File: config.mk
export PLATFORM = sky130hd
export DESIGN_NAME = fetch_unit
export DESIGN_NICKNAME = d
export VERILOG_FILES = /design/src/rtl/fetch_pkg.sv /design/src/rtl/fetch_queue.sv /design/src/rtl/fetch_unit.sv
export SDC_FILE = /design/constraint.sdc
export NUM_CORES = 1
export LEC_CHECK = 0
export CORE_AREA = 4 4 143 145
export DETAILED_ROUTE_END_ITERATION = 10
export DIE_AREA = 0 0 147 149
export PLACE_DENSITY = 0.82
export SKIP_CTS_REPAIR_TIMING = 1
export SLEW_MARGIN = 0
export SYNTH_ARGS = -nofsm -noshare
export SYNTH_HDL_FRONTEND = slang
export SYNTH_SLANG_ARGS = --single-unit
File: constraint.sdc
create_clock -name clk -period 6.2 [get_ports clk]
set_clock_uncertainty 0.05 [all_clocks]
set_input_delay 1.24 -clock clk [delete_from_list [all_inputs] [get_ports clk]]
set_output_delay 1.24 -clock clk [all_outputs]
set_load 0.005 [all_outputs]
File: src/rtl/fetch_pkg.sv
// Shared types and constants for the instruction fetch front end.
// A fetch_entry_t is one fetched instruction travelling toward decode.
package fetch_pkg;

  localparam int          INS_W      = 32;
  localparam logic [6:0]  OPC_BRANCH = 7'b1100011;
  localparam logic [31:0] PC_STEP    = 32'd4;

  typedef struct packed {
    logic [INS_W-1:0] instr;
    logic [INS_W-1:0] pc;
    logic             is_branch;
    logic             pred_taken;
  } fetch_entry_t;

endpackage

File: src/rtl/fetch_queue.sv
// Small FIFO of fetch entries between fetch and decode.
// Flush empties it in one edge and wins over push and pop.
module fetch_queue
  import fetch_pkg::*;
#(
  parameter int DEPTH = 2
) (
  input  logic         clk,
  input  logic         rst,
  input  logic         push,
  input  logic         pop,
  input  logic         flush,
  input  fetch_entry_t wr_entry,
  output logic         full,
  output logic         empty,
  output fetch_entry_t head
);

  localparam int PW = $clog2(DEPTH);
  localparam int CW = PW + 1;

  logic [PW-1:0] wr_ptr, rd_ptr;
  logic [CW-1:0] count;
  fetch_entry_t  mem [DEPTH];
  logic          do_push, do_pop;

  assign full    = (count == CW'(DEPTH));
  assign empty   = (count == '0);
  assign do_pop  = pop && !empty;
  assign do_push = push && (!full || do_pop);
  assign head    = mem[rd_ptr];

  // Pointers wrap naturally because DEPTH is a power of two.
  always_ff @(posedge clk or posedge rst) begin
    if (rst) begin
      wr_ptr <= '0;
      rd_ptr <= '0;
      count  <= '0;
    end else if (flush) begin
      wr_ptr <= '0;
      rd_ptr <= '0;
      count  <= '0;
    end else begin
      if (do_push) wr_ptr <= wr_ptr + PW'(1);
      if (do_pop)  rd_ptr <= rd_ptr + PW'(1);
      count <= count + CW'(do_push) - CW'(do_pop);
    end
  end

  always_ff @(posedge clk) begin
    if (do_push && !flush) mem[wr_ptr] <= wr_entry;
  end

endmodule

File: src/rtl/fetch_unit.sv
// Fetch requester: owns the PC, drives instruction memory and queues
// fetched instructions toward decode; execute-stage redirects flush the queue.
module fetch_unit
  import fetch_pkg::*;
#(
  parameter int                  ins_size = 32,
  parameter logic [ins_size-1:0] RESET_PC = 32'h0000_0000,
  parameter int                  FQ_DEPTH = 2
) (
  input  logic                clk,
  input  logic                rst,
  output logic [ins_size-1:0] pc_out,
  input  logic [ins_size-1:0] instruction_in,
  input  logic                branch_check_in,
  input  logic [ins_size-1:0] imm_yags_in,
  input  logic                pred_taken_in,
  input  logic                redirect_valid,
  input  logic [ins_size-1:0] redirect_pc,
  output logic                dec_valid,
  input  logic                dec_ready,
  output logic [ins_size-1:0] dec_instr,
  output logic [ins_size-1:0] dec_pc,
  output logic                dec_is_branch,
  output logic                dec_pred_taken
);

  logic [ins_size-1:0] pc, pc_next, target;
  logic                full, empty, fetch_en, pop;
  fetch_entry_t        wr_entry, head;

  assign pc_out    = pc;
  assign dec_valid = !empty;
  assign pop       = dec_valid && dec_ready && !redirect_valid;
  assign fetch_en  = !redirect_valid && (!full || (dec_valid && dec_ready));
  assign target    = (pc + imm_yags_in) & ~ins_size'(3);

  assign wr_entry.instr      = instruction_in;
  assign wr_entry.pc         = pc;
  assign wr_entry.is_branch  = branch_check_in;
  assign wr_entry.pred_taken = branch_check_in & pred_taken_in;

  // Redirect beats prediction; a stalled fetch keeps re-reading the same word.
  always_comb begin
    pc_next = pc;
    if (redirect_valid)
      pc_next = redirect_pc & ~ins_size'(3);
    else if (fetch_en && branch_check_in && pred_taken_in)
      pc_next = target;
    else if (fetch_en)
      pc_next = pc + ins_size'(PC_STEP);
  end

  always_ff @(posedge clk or posedge rst) begin
    if (rst) pc <= RESET_PC;
    else     pc <= pc_next;
  end

  fetch_queue #(.DEPTH(FQ_DEPTH)) u_queue (
    .clk      (clk),
    .rst      (rst),
    .push     (fetch_en),
    .pop      (pop),
    .flush    (redirect_valid),
    .wr_entry (wr_entry),
    .full     (full),
    .empty    (empty),
    .head     (head)
  );

  // Head fields read as zero whenever nothing is waiting for decode.
  assign dec_instr      = dec_valid ? head.instr      : '0;
  assign dec_pc         = dec_valid ? head.pc         : '0;
  assign dec_is_branch  = dec_valid ? head.is_branch  : 1'b0;
  assign dec_pred_taken = dec_valid ? head.pred_taken : 1'b0;

endmodule

==> reports/qor.csv, run 1 <==
stage,metric,value,unit
run_status,status,completed,
cells_and_area,finalInstanceArea,11020,um^2
run,maxCapViolCount,0,
route,first_pass_iters,5,
worst_setup_path,r2r-start,pc_out[9],
worst_setup_path,cp-start-kind,primary input,
clock_tree,clockBufferDepth,2,
yosys,synth-simple-area-share,0.1214,
worst_hold_path,hold_depth,0,
clock_tree,cts.sinks,162,
yosys,synthMuxAreaShare,0.07781,
worst_hold_path,worstHoldStart,pc_out[31],
worst_setup_path,cp.arrival,4.38,ns
timing,relSlewSlack,0.2115,
timing,worst_hold_slack,0.5459,ns
yosys,synth_compound_area_frac,0.1141,
worst_setup_path,worst_r2r_path_depth,11,
timing,setup_viol,0,
die,die_area,21900,um^2
die,die_h,149,um
global_routing,grt_max_degree,66,
worst_hold_path,min_path_type,reg -> reg,
yosys,synthXorXnorAreaFrac,0.03404,
route,route.vias.total,6331,
worst_setup_path,rr_endpoint,pc_out[26],
yosys,synthAdderAreaFrac,0.04716,
clock_tree,htree_levels,4,
route,drt_iter0_drc,464,
power_and_ir_drop,p_leak,0.004014,uW
cells_and_area,fin_cells,1193,
cells_and_area,n_fill_cell,1595,
yosys,syn_avg_cell_area,11.14,um^2
clock_tree,cts_tree,yes,
route,vias_per_cell,5.307,
cells_and_area,area_delta_synth_final,29.78,%
global_routing,first_global_vias,6106,
yosys,syn_area,8491,um^2
timing,max_freq,245.6,MHz
route,drc,0,
route,wl_per_cell,17.39,um
timing,setup_ws,2.129,ns
die,start_util,0.4421,
placed_design,pre_cts_slack,1.780,ns
clock_tree,clkTransAtPathRegs,0.06,ns
global_routing,antenna_found_initial,0,
timing,tns,0,ns
yosys,yosys_warnings,0,
clock_tree,cts_made_buffers,17,
die,die_x,147,um
cells_and_area,drive_above_1_share,0.05711,
worst_setup_path,worstSetupPathType,in -> reg,
yosys,ys.flop_type,edfxtp_1,
worst_setup_path,rrSetupSlack,3.01,ns
die,io_pins,201,
yosys,ys_async_sr_fraction,0.2099,
power_and_ir_drop,vdd_ir_drop_max,0.1868,mV
global_routing,grt_pass1_wl,32150,um
placed_design,place_area,10450,um^2
worst_setup_path,cp_max_fo,27,
worst_setup_path,crit_path_end_kind,flop,
yosys,ys_seq_elements,162,
timing,rsz0062_at_grt,no,
timing,finalCritPeriodShare,0.6567,
route,finalWirelength,20750,um
global_routing,grt_usage,0.1862,
yosys,ys_types,61,
worst_hold_path,hold_end,u_queue.mem[1][33],
die,fp.coreArea,19210,um^2
placed_design,place_congestion,0.8288,
yosys,synth_top_family_by_area,simple AND/OR/NAND/NOR gates,
power_and_ir_drop,powerDensity,359.1,nW/um^2
yosys,ys_seq_area_frac,0.5529,
timing,hold_viol,0,
worst_setup_path,crit_required,6.51,ns
cells_and_area,diodes,0,
cells_and_area,nets,1049,
clock_tree,clk_latency,0.42,ns
timing,worst_pin_slew,1.183,ns
timing,slew_viol_final,0,
placed_design,place.port_buffers,192,
route,ant_nets,0,
clock_tree,cts-root-buf,clkbuf_16,
die,placementRows,51,
global_routing,grt_overflow,0,
placed_design,dp_hpwl,14560,um
placed_design,dp.cells,1161,
yosys,syn_inst,762,
timing,period_needed,4.071,ns
yosys,synth_edf_count,128,
[per-layer routing]
| layer | track usage | wire (um) | part of all wire | up-vias |
|---|---|---|---|---|
| met5 | 0 | 0 | 0 | - |
| met4 | 0.05685 | 309 | 0.015 | 0 |
| met3 | 0.03737 | 1363 | 0.066 | 25 |
| met2 | 0.3100 | 10040 | 0.48 | 258 |
| met1 | 0.2482 | 9036 | 0.44 | 2988 |
| li1 | - | - | - | 3060 |
[layout make-up]
cell class              instances  area, um^2  area share
clock buffers                  18       429.2     0.03895
clock inverters                14       145.1     0.01317
inverters                      17       63.81    0.005791
multi-input cells             520        3397      0.3083
flip-flops and latches        162        4698      0.4264
well taps                     265       331.6     0.03009
repair buffers                197        1954      0.1774
[power breakdown]
| group | internal, uW | total, uW | switching, uW |
|---|---|---|---|
| Combinational | 746 | 1380 | 630 |
| Sequential | 1370 | 1570 | 196 |
| Clock | 566 | 1020 | 450 |
| Total | 2680 | 3960 | 1280 |
[metrics by stage]
step | utilization | power (uW)
after global placement | 0.5438 | 2940
after global routing | 0.5737 | 4180
after CTS | 0.5737 | 3994
after detailed placement | 0.5438 | 2976
after floorplan | - | 2301
final | 0.5737 | 3957
[registers in the layout (all words and copies together), names as in the netlist]
register / flops
u_queue.mem: 128
u_queue.rd_ptr: 1
u_queue.wr_ptr: 1
u_queue.count: 2
pc_out: 30
[cell usage after synthesis (all sizes together), types with 5 or more instances]
cell type	instances	area share
a211oi	7	0.0062
a21o	7	0.0062
a21oi	58	0.035
a31oi	7	0.0052
and3	6	0.0044
buf	43	0.034
clkbuf	23	0.010
dfrtp	34	0.10
edfxtp	128	0.45
ha	32	0.047
inv	17	0.0075
mux2i	66	0.078
nand2	46	0.020
nand3	21	0.012
nand4	6	0.0052
nor2	114	0.051
nor2b	5	0.0037
nor3	13	0.0077
o21ai	38	0.022
o22ai	8	0.0059
xnor2	20	0.021
xor2	13	0.013
[cells by family (layout without fill, tap and decap cells)]
family | after synthesis | in the layout
adder cells (fa/ha/maj) | 32 | 32
other | 1 | 4
buffers and inverters | 83 | 246
AND/OR/NAND/NOR | 229 | 229
AO/OA/AOI/OAI | 156 | 156
flip-flops | 162 | 162
XOR/XNOR | 33 | 33
multiplexers | 66 | 66
[critical path, stage by stage]
cell	delay, ns
clkdlybuf4s50_1	0.44
nand2_1	0.77
inv_2	0.28
nand2_1	0.59
nand2_1	0.31
or3_1	0.41
a21oi_1	0.19
a221o_1	0.13
[layout by cell type, fill, tap and decap left out, drive strengths merged, types with 4 or more instances in the layout]
cell,instances
a211oi,7
a21o,7
a21oi,58
a221o,4
a31oi,7
and3,6
buf,6
clkbuf,18
clkdlybuf4s50,191
conb,4
dfrtp,34
edfxtp,128
ha,32
inv,24
mux2i,66
nand2,46
nand3,21
nand4,6
nor2,114
nor2b,5
nor3,13
o21a,4
o21ai,38
o22ai,8
or3,4
xnor2,20
xor2,13
[worst max path at each step]
stage	from	to	slack (ns)	cells after the start
6_report	branch_check_in	pc_out[25]	2.13	8
5_1_grt	branch_check_in	pc_out[25]	1.98	8
4_1_cts	branch_check_in	pc_out[25]	2.22	8
3_5_place_dp	branch_check_in	pc_out[25]	1.78	8
3_3_place_gp	branch_check_in	pc_out[18]	1.84	9
2_1_floorplan	dec_ready	u_queue.mem[0][0]	1.23	6
No activity file was read; power rests on OpenSTA's default activity.
==> run 2, diff against run 1 <==
==> constraint.sdc (replaced) <==
create_clock -name clk -period 3.5 [get_ports clk]
set_clock_uncertainty 0.05 [all_clocks]
set_input_delay 0.7 -clock clk [delete_from_list [all_inputs] [get_ports clk]]
set_output_delay 0.7 -clock clk [all_outputs]
set_load 0.005 [all_outputs]
==> run 2 against run 1 <==
  * Clock power is 86% higher
  * Critical path depth is 5 higher
  * Register-to-register slack worse by 2.6 ns
  * Die area stayed put
  * Sequential cell count stayed put
  * Sequential share of layout area is 1.4 points lower
  * Non-clock buffer count is 38 higher
  * First-iteration DRC count is 15% higher
  * Sequential power is 69% higher
  * Combinational power is 96% higher
  * Core utilization is 1.9 points higher
==> reports/qor.csv, run 2 (synthesis results as in run 1) <==
stage,metric,value,unit
worst_setup_path,rr_endpoint,pc_out[23],
worst_setup_path,path_cells,clkdlybuf4s50_1 > ha_1 > a21oi_1 > or3b_1 > nand3_1 > a21oi_1 > nand2b_4 > a41o_4 > buf_4 > xor2_1 > nand2_1 > o21ai_0 > a221o_1,
route,drc,0,
worst_hold_path,hold_end,u_queue.mem[1][33],
route,vias_per_cell,5.218,
cells_and_area,final_cell_mix,"clkdlybuf4s50_1 (191), edfxtp_1 (128), nor2_1 (112), mux2i_1 (66), a21oi_1 (57)",
power_and_ir_drop,p_int,4998,uW
run_status,status,completed,
power_and_ir_drop,p_switching,2259,uW
timing,setup_viol,0,
clock_tree,cts_tree,yes,
worst_setup_path,worst_r2r_path_depth,12,
clock_tree,clockBufferDepth,2,
placed_design,place.port_buffers,192,
clock_tree,htree_levels,4,
worst_hold_path,min_path_type,reg -> reg,
global_routing,grt_usage,0.1923,
global_routing,grt_pass1_wl,33310,um
cells_and_area,post-route-util,0.5925,
cells_and_area,area_delta_synth_final,34.03,%
die,io_pins,201,
worst_setup_path,r2r-start,pc_out[9],
power_and_ir_drop,seq_power_share,0.366,
timing,hold_viol,0,
die,placementRows,51,
cells_and_area,n_fill_cell,1577,
timing,finalCritPeriodShare,0.9341,
power_and_ir_drop,combPwrFrac,0.372,
worst_setup_path,worstSetupPathType,in -> reg,
global_routing,antenna_found_initial,0,
worst_setup_path,cpMostUsedCell,a21oi_1,
global_routing,grt_max_degree,65,
worst_setup_path,cp_num_buf_inv,2,
worst_setup_path,crit_path_end_kind,flop,
placed_design,place_congestion,0.8722,
worst_setup_path,cp.arrival,3.52,ns
timing,rsz0062_at_grt,no,
timing,worst_pin_slew,0.6017,ns
worst_setup_path,crit_required,3.75,ns
run,maxCapViolCount,0,
placed_design,dp_hpwl,15510,um
power_and_ir_drop,power,7257,uW
cells_and_area,diodes,0,
worst_setup_path,rrSetupSlack,0.40,ns
route,route.vias.total,6418,
die,start_util,0.4421,
cells_and_area,nets,1087,
route,drt_iter0_drc,533,
cells_and_area,finalInstanceArea,11380,um^2
timing,relSlewSlack,0.5988,
clock_tree,clk_latency,0.42,ns
power_and_ir_drop,powerDensity,637.7,nW/um^2
clock_tree,clkTransAtPathRegs,0.06,ns
worst_setup_path,critPathTopFamily,compound AO/OA/AOI/OAI gates,
timing,slew_viol_final,0,
worst_setup_path,cp_max_fo,3,
clock_tree,cts_made_buffers,17,
power_and_ir_drop,vdd_ir_drop_max,0.3225,mV
placed_design,place_area,10770,um^2
power_and_ir_drop,p_leak,0.004230,uW
worst_hold_path,hold_depth,0,
route,finalWirelength,21250,um
die,fp.coreArea,19210,um^2
worst_setup_path,max_stage_delay,0.41,ns
route,ant_nets,0,
worst_setup_path,cp-start-kind,primary input,
die,die_area,21900,um^2
global_routing,first_global_vias,6425,
route,wl_per_cell,17.27,um
timing,tns,0,ns
cells_and_area,regMostFlops,u_queue.mem,
die,die_h,149,um
clock_tree,cts.sinks,162,
die,die_x,147,um
worst_hold_path,worstHoldStart,pc_out[31],
worst_setup_path,crit_slowest_cell,clkdlybuf4s50_1,
cells_and_area,drive_above_1_share,0.09430,
cells_and_area,largest_register_ffs,128,
route,first_pass_iters,5,
global_routing,grt_overflow,0,
cells_and_area,final_common_cell,clkdlybuf4s50_1,
timing,max_freq,305.9,MHz
clock_tree,cts-root-buf,clkbuf_16,
timing,period_needed,3.269,ns
power_and_ir_drop,clkPwrFrac,0.262,
power_and_ir_drop,power_switching_share,0.3113,
[run 2: cell types whose count changed in the layout (fill, tap and decap cells not counted), sizes merged]
| cell | delta |
|---|---|
| buf | +38 |
| clkinvlp | +1 |
| bufinv | +2 |
| clkbuf | -1 |
| inv | -3 |
[run 2: power by group through the flow]
stage / Combinational (uW) / Sequential, uW / Clock [uW]
2_1_floorplan: 1470 / 2600 / 0
3_3_place_gp: 2670 / 2680 / 0
3_5_place_dp: 2730 / 2700 / 0
4_1_cts: 2740 / 2660 / 1930
5_1_grt: 2940 / 2690 / 2020
6_report: 2700 / 2660 / 1900
[run 2: metal layers]
metal | up-vias | share of wire | GRT usage
li1 | 3133 | - | -
met1 | 3054 | 0.42 | 0.2425
met5 | - | 0 | 0
met4 | 0 | 0.015 | 0.05918
met2 | 206 | 0.51 | 0.3406
met3 | 25 | 0.052 | 0.03251
[run 2: worst max path at each step]
stage	end	cells past startpoint	startpoint
floorplan	u_queue.mem[0][0]	6	dec_ready
global placement	pc_out[29]	12	imm_yags_in[9]
detailed placement	pc_out[29]	12	imm_yags_in[9]
CTS	pc_out[23]	13	imm_yags_in[9]
global route	pc_out[25]	12	imm_yags_in[9]
finish	pc_out[23]	13	imm_yags_in[9]
[run 2: stage by stage]
stage                     instances  hold WS [ns]  worst slack [ns]
after floorplan                 765        0.4366           0.04635
after global placement         1199        0.5084           -0.1179
after detailed placement       1199        0.5339           -0.1780
after CTS                      1230        0.5461            0.2489
after global routing           1230        0.5588            0.1280
final                          1230        0.5479            0.2306
[run 2: final cells by class]
type	instances	area, um^2	share of cell area
repair buffers	235	2290	0.2012
multi-input cells	520	3391	0.2980
inverters	17	63.81	0.005607
clock buffers	17	425.4	0.03738
flip-flops and latches	162	4698	0.4129
clock inverters	14	180.2	0.01583
well taps	265	331.6	0.02914
[run 2: worst register-to-register path: stages, from the launching register on]
cell and delay [ns]:
dfrtp_1 0.47, ha_1 0.35, a21oi_1 0.19, or3b_1 0.40, nand3_1 0.15, a21oi_1 0.12, nand2b_4 0.18, a41o_4 0.28
buf_4 0.15, xor2_1 0.13, nand2_1 0.08, o21ai_0 0.10, a221o_1 0.33
